===== src/rtl/bot_updt_source.sv =====
// Rojobot stand-in: moves a bot pose on a fixed update period and publishes it
// through a level update flag that software clears with INT_ACK.
module bot_updt_source #(
  parameter logic [23:0] UPDT_PERIOD = 24'd750000,
  parameter logic [7:0]  WORLD_MAX   = 8'd127,
  parameter logic [7:0]  INIT_X      = 8'd64,
  parameter logic [7:0]  INIT_Y      = 8'd64
) (
  input  logic       clk,
  input  logic       rstn,
  input  logic [7:0] i_motctl,
  input  logic       i_int_ack,
  output logic       o_botupdt,
  output logic [7:0] o_locx,
  output logic [7:0] o_locy,
  output logic [7:0] o_sensors,
  output logic [7:0] o_botinfo,
  output logic [7:0] o_missed,
  output logic [1:0] o_state
);

  // Handshake: o_botupdt rises together with the new pose and stays high,
  // with every published register frozen, until i_int_ack is sampled high in
  // NOTIFY; i_int_ack is ignored in every other state.

  typedef enum logic [1:0] {
    ST_IDLE   = 2'd0,
    ST_UPDATE = 2'd1,
    ST_NOTIFY = 2'd2
  } state_t;

  localparam logic [2:0] MOT_STOP  = 3'd0;
  localparam logic [2:0] MOT_FWD   = 3'd1;
  localparam logic [2:0] MOT_REV   = 3'd2;
  localparam logic [2:0] MOT_RIGHT = 3'd3;
  localparam logic [2:0] MOT_LEFT  = 3'd4;

  state_t      state;
  logic [23:0] cnt;
  logic        tick;
  logic [2:0]  heading;
  logic [2:0]  motion;
  logic        bump;

  function automatic logic [7:0] sens_of(input logic [7:0] x, input logic [7:0] y);
    sens_of = {4'b0000, (x == 8'd0), (y == WORLD_MAX), (x == WORLD_MAX), (y == 8'd0)};
  endfunction

  // Period counter never stalls, so tick spacing is independent of acks.
  assign tick = (cnt == UPDT_PERIOD - 24'd1);

  always_ff @(posedge clk or negedge rstn) begin
    if (!rstn) begin
      cnt <= '0;
    end else if (tick) begin
      cnt <= '0;
    end else begin
      cnt <= cnt + 24'd1;
    end
  end

  logic [3:0] nib_l;
  logic [3:0] nib_r;
  logic       l_fwd;
  logic       l_rev;
  logic       r_fwd;
  logic       r_rev;

  assign nib_l = i_motctl[7:4];
  assign nib_r = i_motctl[3:0];
  assign l_fwd = (nib_l != 4'd0) && !nib_l[3];
  assign l_rev = nib_l[3];
  assign r_fwd = (nib_r != 4'd0) && !nib_r[3];
  assign r_rev = nib_r[3];

  logic [2:0] motion_next;
  logic [2:0] heading_next;

  always_comb begin
    motion_next  = MOT_STOP;
    heading_next = heading;
    if (l_fwd && r_fwd) begin
      motion_next = MOT_FWD;
    end else if (l_rev && r_rev) begin
      motion_next = MOT_REV;
    end else if (l_fwd) begin
      motion_next  = MOT_RIGHT;
      heading_next = heading + 3'd1;
    end else if (r_fwd) begin
      motion_next  = MOT_LEFT;
      heading_next = heading - 3'd1;
    end
  end

  logic signed [9:0] dx;
  logic signed [9:0] dy;
  logic signed [9:0] cand_x;
  logic signed [9:0] cand_y;
  logic              off_map;
  logic [7:0]        new_x;
  logic [7:0]        new_y;

  // Candidate position is computed wide and signed so edge crossings are visible.
  always_comb begin
    dx = '0;
    dy = '0;
    case (heading)
      3'd1, 3'd2, 3'd3: dx = 10'sd1;
      3'd5, 3'd6, 3'd7: dx = -10'sd1;
      default:          dx = '0;
    endcase
    case (heading)
      3'd7, 3'd0, 3'd1: dy = -10'sd1;
      3'd3, 3'd4, 3'd5: dy = 10'sd1;
      default:          dy = '0;
    endcase
    cand_x = $signed({2'b00, o_locx});
    cand_y = $signed({2'b00, o_locy});
    if (motion_next == MOT_FWD) begin
      cand_x = cand_x + dx;
      cand_y = cand_y + dy;
    end else if (motion_next == MOT_REV) begin
      cand_x = cand_x - dx;
      cand_y = cand_y - dy;
    end
    off_map = cand_x[9] || cand_y[9] ||
              (cand_x[8:0] > {1'b0, WORLD_MAX}) ||
              (cand_y[8:0] > {1'b0, WORLD_MAX});
    new_x = off_map ? o_locx : cand_x[7:0];
    new_y = off_map ? o_locy : cand_y[7:0];
  end

  always_ff @(posedge clk or negedge rstn) begin
    if (!rstn) begin
      state     <= ST_IDLE;
      o_botupdt <= 1'b0;
      o_missed  <= '0;
      o_locx    <= INIT_X;
      o_locy    <= INIT_Y;
      o_sensors <= sens_of(INIT_X, INIT_Y);
      heading   <= '0;
      motion    <= MOT_STOP;
      bump      <= 1'b0;
    end else begin
      case (state)
        ST_IDLE: begin
          if (tick) state <= ST_UPDATE;
        end
        ST_UPDATE: begin
          o_locx    <= new_x;
          o_locy    <= new_y;
          o_sensors <= sens_of(new_x, new_y);
          heading   <= heading_next;
          motion    <= motion_next;
          bump      <= off_map;
          o_botupdt <= 1'b1;
          state     <= ST_NOTIFY;
        end
        ST_NOTIFY: begin
          if (i_int_ack) begin
            // A tick coinciding with the ack is lost, so it is counted.
            o_botupdt <= 1'b0;
            o_missed  <= tick ? 8'd1 : 8'd0;
            state     <= ST_IDLE;
          end else if (tick && (o_missed != 8'hFF)) begin
            o_missed <= o_missed + 8'd1;
          end
        end
        default: state <= ST_IDLE;
      endcase
    end
  end

  assign o_botinfo = {bump, 1'b0, motion, heading};
  assign o_state   = state;

endmodule


===== config.mk =====
export PLATFORM = sky130hd
export DESIGN_NAME = bot_updt_source
export DESIGN_NICKNAME = d
export VERILOG_FILES = /design/src/rtl/bot_updt_source.sv
export SDC_FILE = /design/constraint.sdc
export NUM_CORES = 1
export LEC_CHECK = 0
export BUFFER_PORTS_ARGS = -buffer_cell sky130_fd_sc_hd__buf_2
export CORE_MARGIN = 2
export CORE_UTILIZATION = 45
export DETAILED_ROUTE_END_ITERATION = 10
export SLEW_MARGIN = 20
export SYNTH_ARGS = -nofsm -noshare
export SYNTH_HDL_FRONTEND = slang
export SYNTH_SLANG_ARGS = --single-unit

===== constraint.sdc =====
create_clock -name clk -period 12.4 [get_ports clk]
set_input_delay 0 -clock clk [delete_from_list [all_inputs] [get_ports clk]]
set_output_delay 0 -clock clk [all_outputs]
set_load 0.01 [all_outputs]

Word level (Yosys, flattened, before mapping). Cells that the tools add are included.

Register bits: 62. Bits in latches: 0. Output and inout port bits: 43. Word-level logic and storage cells: 89. Input bits: 11. Memories kept: 0. Memory bits (read-only): 0. RAM bits: 0.

Muxes and demuxes: 23. Reductions and logical operators: 27. Div/mod/pow operators: 0. Bitwise operators: 2. Order comparisons: 2. Eq/ne operators: 17. Add/sub/neg operators: 8. Multipliers: 0. Shift operators: 0.

Operator list (number): two-way mux 10 bit (4); one-hot mux 10 bit (2 select lines) (2); two-way mux 8 bit (4); adder 24 x 1 -> 24 bit (second input constant) (1); == test 24 x 20 -> 1 bit (second input constant) (1); two-way mux 24 bit (1); adder 9 x 10 -> 10 bit (2); subtractor 9 x 10 -> 10 bit (2); greater-than comparator 9 x 7 -> 1 bit (second input constant) (2); two-way mux 3 bit (6); == test 8 x 7 -> 1 bit (second input constant) (2); logical NOT 8 bit (2); == test 3 bit (second input constant) (4); OR reduction 3 bit (4); == test 3 x 2 -> 1 bit (second input constant) (3); adder 8 x 1 -> 8 bit (second input constant) (1); inequality test 8 bit (second input constant) (1); nonzero test 4 bit (2); == test 3 x 1 -> 1 bit (second input constant) (2); one-hot mux 2 bit (3 select lines) (1); AND reduction 2 bit (3); nonzero test 2 bit (3); logical AND 1 bit (5); two-way mux 2 bit (2); other kinds (13) (19).

Depth between registers and ports, before layout.
Depth after elaboration: 14. Depth in mapped cells: 17.

Worst setup path before layout. OpenSTA, ideal clock, no wires.

Kind: reg2reg. Start: reg heading[0]. End: reg o_sensors[1]. Stages on the path, launching flop included: 16. Data required time: 12.320 ns. Arrival time: 3.894 ns. Path slack: 8.425 ns. Clock period less this slack: 3.975 ns. Cells stage by stage: dfrtp_1 > ha_1 > ha_1 > inv_1 > a21o_1 > inv_1 > fa_1 > nor2b_1 > o211ai_1 > nand2_1 > o41ai_1 > xnor2_1 > o22ai_2 > nand2_2 > or4_1 > o211ai_2.

Word-level cells in the longest chain between the ends: 11. Elaborated cells on any way between the ends: 29. Classes of those cells: 4 x add/sub; 2 x order compare; 8 x eq/ne; 7 x mux; 8 x reduce/logical.

RTL lines: start: declaration (line 41) `logic [2:0] heading;`; start signal: assignment (line 153) `heading <= heading_next;`; == test 3 bit, or another cell as far along (line 107, 112); OR reduction 3 bit (on tied branches) (line 107, 112); one-hot mux 10 bit (2 select lines) (on tied branches) (line 107, 112); subtractor 9 x 10 -> 10 bit (on tied branches) (line 123, 124); two-way mux 10 bit (line 122) `end else if (motion_next == MOT_REV) begin`; two-way mux 10 bit (line 119) `if (motion_next == MOT_FWD) begin`; greater-than comparator 9 x 7 -> 1 bit / logical OR 1 bit (equally long branches) (line 127, 126); logical OR 1 bit (line 126) `off_map = cand_x[9] || cand_y[9] ||`; logical OR 1 bit (line 127) `(cand_x[8:0] > {1'b0, WORLD_MAX}) ||`; two-way mux 8 bit (*) (line 129) `new_x = off_map ? o_locx : cand_x[7:0];`; == test 8 x 7 -> 1 bit (*) (line 46) `sens_of = {4'b0000, (x == 8'd0), (y == WORLD_MAX), (x == WORLD_MAX), (y == 8'd0)};`; end signal: assignment (line 140) `o_sensors <= sens_of(INIT_X, INIT_Y);`; end signal: assignment (line 152) `o_sensors <= sens_of(new_x, new_y);`; end: declaration (line 16) `output logic [7:0] o_sensors,`.

Mark *: on every way between the ends. The rest lies on a longest branch, timed or not. A chain may end at the register's enable or synchronous reset.

Worst setup path in the final report.
Start: reg heading[1]. End: reg o_locx[0].

Word-level cells in the longest chain between the ends: 10. Elaborated cells on any way between the ends: 28. Classes of those cells: 4 x add/sub; 2 x order compare; 7 x eq/ne; 7 x mux; 8 x reduce/logical.

RTL lines: == test 3 bit, or another cell as far along (line 107, 112); OR reduction 3 bit (on tied branches) (line 107, 112); one-hot mux 10 bit (2 select lines) (on tied branches) (line 107, 112); subtractor 9 x 10 -> 10 bit (on tied branches) (line 123, 124); two-way mux 10 bit (line 122); two-way mux 10 bit (line 119); greater-than comparator 9 x 7 -> 1 bit / logical OR 1 bit (equally long branches) (line 127, 126); logical OR 1 bit (line 126); logical OR 1 bit (line 127); two-way mux 8 bit (*) (line 129); end signal: assignment (line 150) `o_locx <= new_x;`; end: declaration (line 14) `output logic [7:0] o_locx,`.

Marked as above.

==> flow_metrics.py <==
metrics = {
    "pwr": {
        "powerDensity_mw_per_mm2": 98.2,
        "power_leakage_nw": 2.49,
        "p_total_w": 0.000535,
        "worst_ir_drop_vdd_mv": 0.0780,
    },
    "synth": {
        "synth_cell_type_count": 71,
        "ys_dominant_reg_cell": "sky130_fd_sc_hd__dfrtp_1",
        "synth_enable_flop_cells": 0,
        "number_of_instances_in_the_synthesized_netlist": 561,
        "synthesis.yosys.warnings": 0,
        "syn_area_mm2": 0.00489,
        "yosysSeqAreaShare_pct": 31.8,
        "synth_area_per_cell_um2": 8.71,
        "synth.ff_latch_count": 62,
        "ys_async_sr_fraction_pct": 100,
    },
    "final_layout": {
        "areaGrowthSynthToFinish_pct": 11.5,
        "final_layout_size_suffix_gt1_share_pct": 13.9,
        "antenna-diode-count": 0,
        "postLayoutCellArea_mm2": 0.00545,
        "final_instance_count_excl_fillers": 752,
        "design.final.nets": 670,
        "mostFrequentLayoutCells": "sky130_fd_sc_hd__dfrtp_1 (60), sky130_fd_sc_hd__nor2_1 (59), sky130_fd_sc_hd__nand2_1 (48), sky130_fd_sc_hd__ha_1 (48), sky130_fd_sc_hd__buf_2 (48)",
        "fillCellCount": 1032,
        "final_common_cell": "sky130_fd_sc_hd__dfrtp_1",
    },
    "floorplanning": {
        "die_area_mm2": 0.0117,
        "row_count": 38,
        "start_util_pct": 45.7,
        "top_level_ports": 54,
        "core_mm2": 0.0107,
        "die_h_um": 108,
        "die_w_um": 108,
    },
    "critical_path": {
        "r2r-end": "o_locx[0]$_DFFE_PN0P_",
        "crit_chain": "ha_1 > ha_1 > inv_1 > a21o_1 > inv_1 > fa_1 > nor2b_1 > o211ai_1 > nand2_1 > o41ai_1 > xnor2_1 > o22ai_2 > nand3_1 > a21oi_1 > mux2i_1",
        "classification_of_the_worst_setup_path": "reg2reg",
        "rr_startpoint": "heading[1]$_DFFE_PN0P_",
        "critPathBufInv": 2,
        "element_type_at_the_critical_path_end": "flip-flop",
        "cp-start-kind": "flip-flop",
        "path_max_fanout": 20,
        "crit_arrival_ns": 5.31,
        "critical_path_required_time_ns": 12.66,
        "largest_delay_share_family_worst_path": "compound AO/OA/AOI/OAI gates",
        "cp_slowest_cell": "sky130_fd_sc_hd__nand3_1",
        "worst_path_largest_cell_delay_ns": 0.56,
        "worst-r2r-cell-count": 15,
        "regToRegSetupSlack_ns": 7.35,
    },
    "drt": {
        "dr.pass1.iters": 4,
        "top_layer_used": "met4",
        "dr.first_iter.drc_count": 260,
        "met2RoutedLength_um": 5590,
        "route.antenna.remaining_nets": 0,
        "routed_via_density": 5.63,
        "num_vias": 4233,
        "routedLengthMet1_um": 5700,
        "met3_wire_len_um": 609,
        "routed_wirelength_um": 12100,
        "drcViolationCount": 0,
        "post_drt_wl_per_cell_um": 16.1,
    },
    "sta": {
        "worst_pin_slew_ns": 0.804,
        "finalMaxSlewViolations": 0,
        "finalSetupTns_ns": 0,
        "share_of_the_clock_period_used_by_the_worst_path_pct": 40.7,
        "finalCriticalPeriod_ns": 5.05,
        "clock.fmax_mhz": 198,
        "fin_worst_skew_ns": 0.00857,
        "finalHoldViolations": 0,
        "timing.slew.headroom_pct": 46.3,
        "finalSetupViolations": 0,
        "grt_setup_unrepaired": "false",
    },
    "global_routing": {
        "grt_pass1_wl_um": 20100,
        "grt_usage_pct": 21.9,
        "grt_overflow_total": 0,
        "grt_start_max_net_pins": 63,
        "initial_antenna_violation_count": 0,
        "first_global_vias": 4055,
    },
    "cts": {
        "postCtsResizedCells": 0,
        "clk_transition_reported_paths_ns": 0.07,
        "cts_hold_repair.buffers": 2,
        "clockBufferDepth": 2,
        "clkLatencyLatePin_ns": 0.35,
        "clock_tree.htree_level_count": 3,
        "cts_made_buffers": 9,
        "setup_bufs_post_cts": 0,
        "cts_tree": "done",
        "clockRootBuffer": "sky130_fd_sc_hd__clkbuf_8",
        "tritoncts_num_sinks": 62,
    },
    "placed_design": {
        "portBuffers": 48,
        "hpwlAfterDp_um": 9070,
        "placed_cell_area_mm2": 0.00524,
        "dp_cells": 734,
        "routabilityCongestion": 0.879,
    },
    "worst_hold_path": {
        "worst_hold_startpoint": "i_motctl[3]",
        "hold_path_class": "in2reg",
        "min_to": "motion[2]$_DFFE_PN0P_",
        "hold_path_depth": 4,
    },
    "status": {
        "result_of_the_run": "completed",
    },
    "job": {
        "maxCapViolCount": 0,
    },
}
## worst max-delay path by stage
stage / startpoint / slack [ns] / cells after the start / to
global route: heading[1]$_DFFE_PN0P_ / 6.72 / 15 / o_locx[0]$_DFFE_PN0P_
global placement: heading[1]$_DFFE_PN0P_ / 7.61 / 15 / o_locy[0]$_DFFE_PN0P_
floorplan: heading[0]$_DFFE_PN0P_ / 8.43 / 15 / o_sensors[1]$_DFFE_PN0P_
finish: heading[1]$_DFFE_PN0P_ / 7.35 / 15 / o_locx[0]$_DFFE_PN0P_
CTS: heading[1]$_DFFE_PN0P_ / 7.32 / 15 / o_locx[0]$_DFFE_PN0P_
detailed placement: heading[1]$_DFFE_PN0P_ / 7.34 / 15 / o_locx[0]$_DFFE_PN0P_
## power breakdown
part	total (W)	switching, W	internal (W)
combinational	0.000161	0.000101	0.0000603
sequential	0.000208	0.00000323	0.000205
clock	0.000165	0.0000772	0.0000882
total	0.000535	0.000181	0.000353
## flip-flops by register name, indices dropped and copies added, names as in the netlist
name	cells
o_locy	8
motion	3
o_sensors	4
o_state	2
cnt	24
bump	1
o_botupdt	1
o_locx	8
heading	3
o_missed	8
## through the flow
| step | hold WS (ns) | util, % | setup WS (ns) |
|---|---|---|---|
| 2_1_floorplan | -0.296 | - | 8.43 |
| 3_3_place_gp | 0.209 | 49.0 | 7.61 |
| 3_5_place_dp | 0.220 | 49.0 | 7.34 |
| 4_1_cts | 0.0576 | 50.9 | 7.32 |
| 5_1_grt | 0.103 | 50.9 | 6.72 |
| 6_report | 0.0725 | 50.9 | 7.35 |
## metal layers
| layer | vias up | GRT usage, % |
|---|---|---|
| met5 | - | 0 |
| met4 | 0 | 7.42 |
| met3 | 17 | 3.62 |
| met2 | 93 | 34.4 |
| met1 | 1999 | 30.7 |
| li1 | 2124 | - |
## synthesized netlist by cell type (all sizes together), types with 11 or more instances
cell | n | share of area (%)
clkbuf | 11 | 0.87
ha | 48 | 12
buf | 11 | 1.4
xnor2 | 12 | 2.2
nand3 | 22 | 2.3
nor2 | 59 | 4.5
o22ai | 12 | 1.7
dfrtp | 60 | 31
a21oi | 35 | 3.6
o21ai | 27 | 2.8
inv | 23 | 1.8
nor3 | 16 | 1.6
nand2 | 49 | 3.8
xor2 | 22 | 3.9
## layout make-up
| type | count | area [um2] | area share (%) |
|---|---|---|---|
| clock inverter | 3 | 17.5 | 0.321 |
| clock buffer | 13 | 169 | 3.10 |
| inverter | 23 | 86.3 | 1.58 |
| timing repair buffer | 53 | 283 | 5.19 |
| sequential | 62 | 1550 | 28.5 |
| multi-input combinational | 458 | 3160 | 58.1 |
| tap | 140 | 175 | 3.21 |
## cell families (layout without fill, tap and decap cells)
| logic type | count (synthesis) | after routing | synth area share [%] |
|---|---|---|---|
| other | 1 | 5 | 0.0767 |
| xor gates and xnor gates | 34 | 34 | 6.09 |
| and+or+nand+nor | 215 | 215 | 21.8 |
| muxes | 11 | 11 | 2.38 |
| buffers and inverters | 45 | 92 | 4.02 |
| DFF | 62 | 62 | 31.8 |
| adders and majority gates | 52 | 52 | 13.9 |
| AOI/OAI and AO/OA | 141 | 141 | 19.9 |
## worst reg2reg max path, cell delays in order, from the launching register on
cell and delay, ns:
sky130_fd_sc_hd__dfrtp_1 0.43, sky130_fd_sc_hd__ha_1 0.21, sky130_fd_sc_hd__ha_1 0.21, sky130_fd_sc_hd__inv_1 0.09
sky130_fd_sc_hd__a21o_1 0.52, sky130_fd_sc_hd__inv_1 0.42, sky130_fd_sc_hd__fa_1 0.50, sky130_fd_sc_hd__nor2b_1 0.17
sky130_fd_sc_hd__o211ai_1 0.22, sky130_fd_sc_hd__nand2_1 0.08, sky130_fd_sc_hd__o41ai_1 0.34, sky130_fd_sc_hd__xnor2_1 0.13
sky130_fd_sc_hd__o22ai_2 0.30, sky130_fd_sc_hd__nand3_1 0.56, sky130_fd_sc_hd__a21oi_1 0.56, sky130_fd_sc_hd__mux2i_1 0.24
Power figures use the tool's default switching activity.
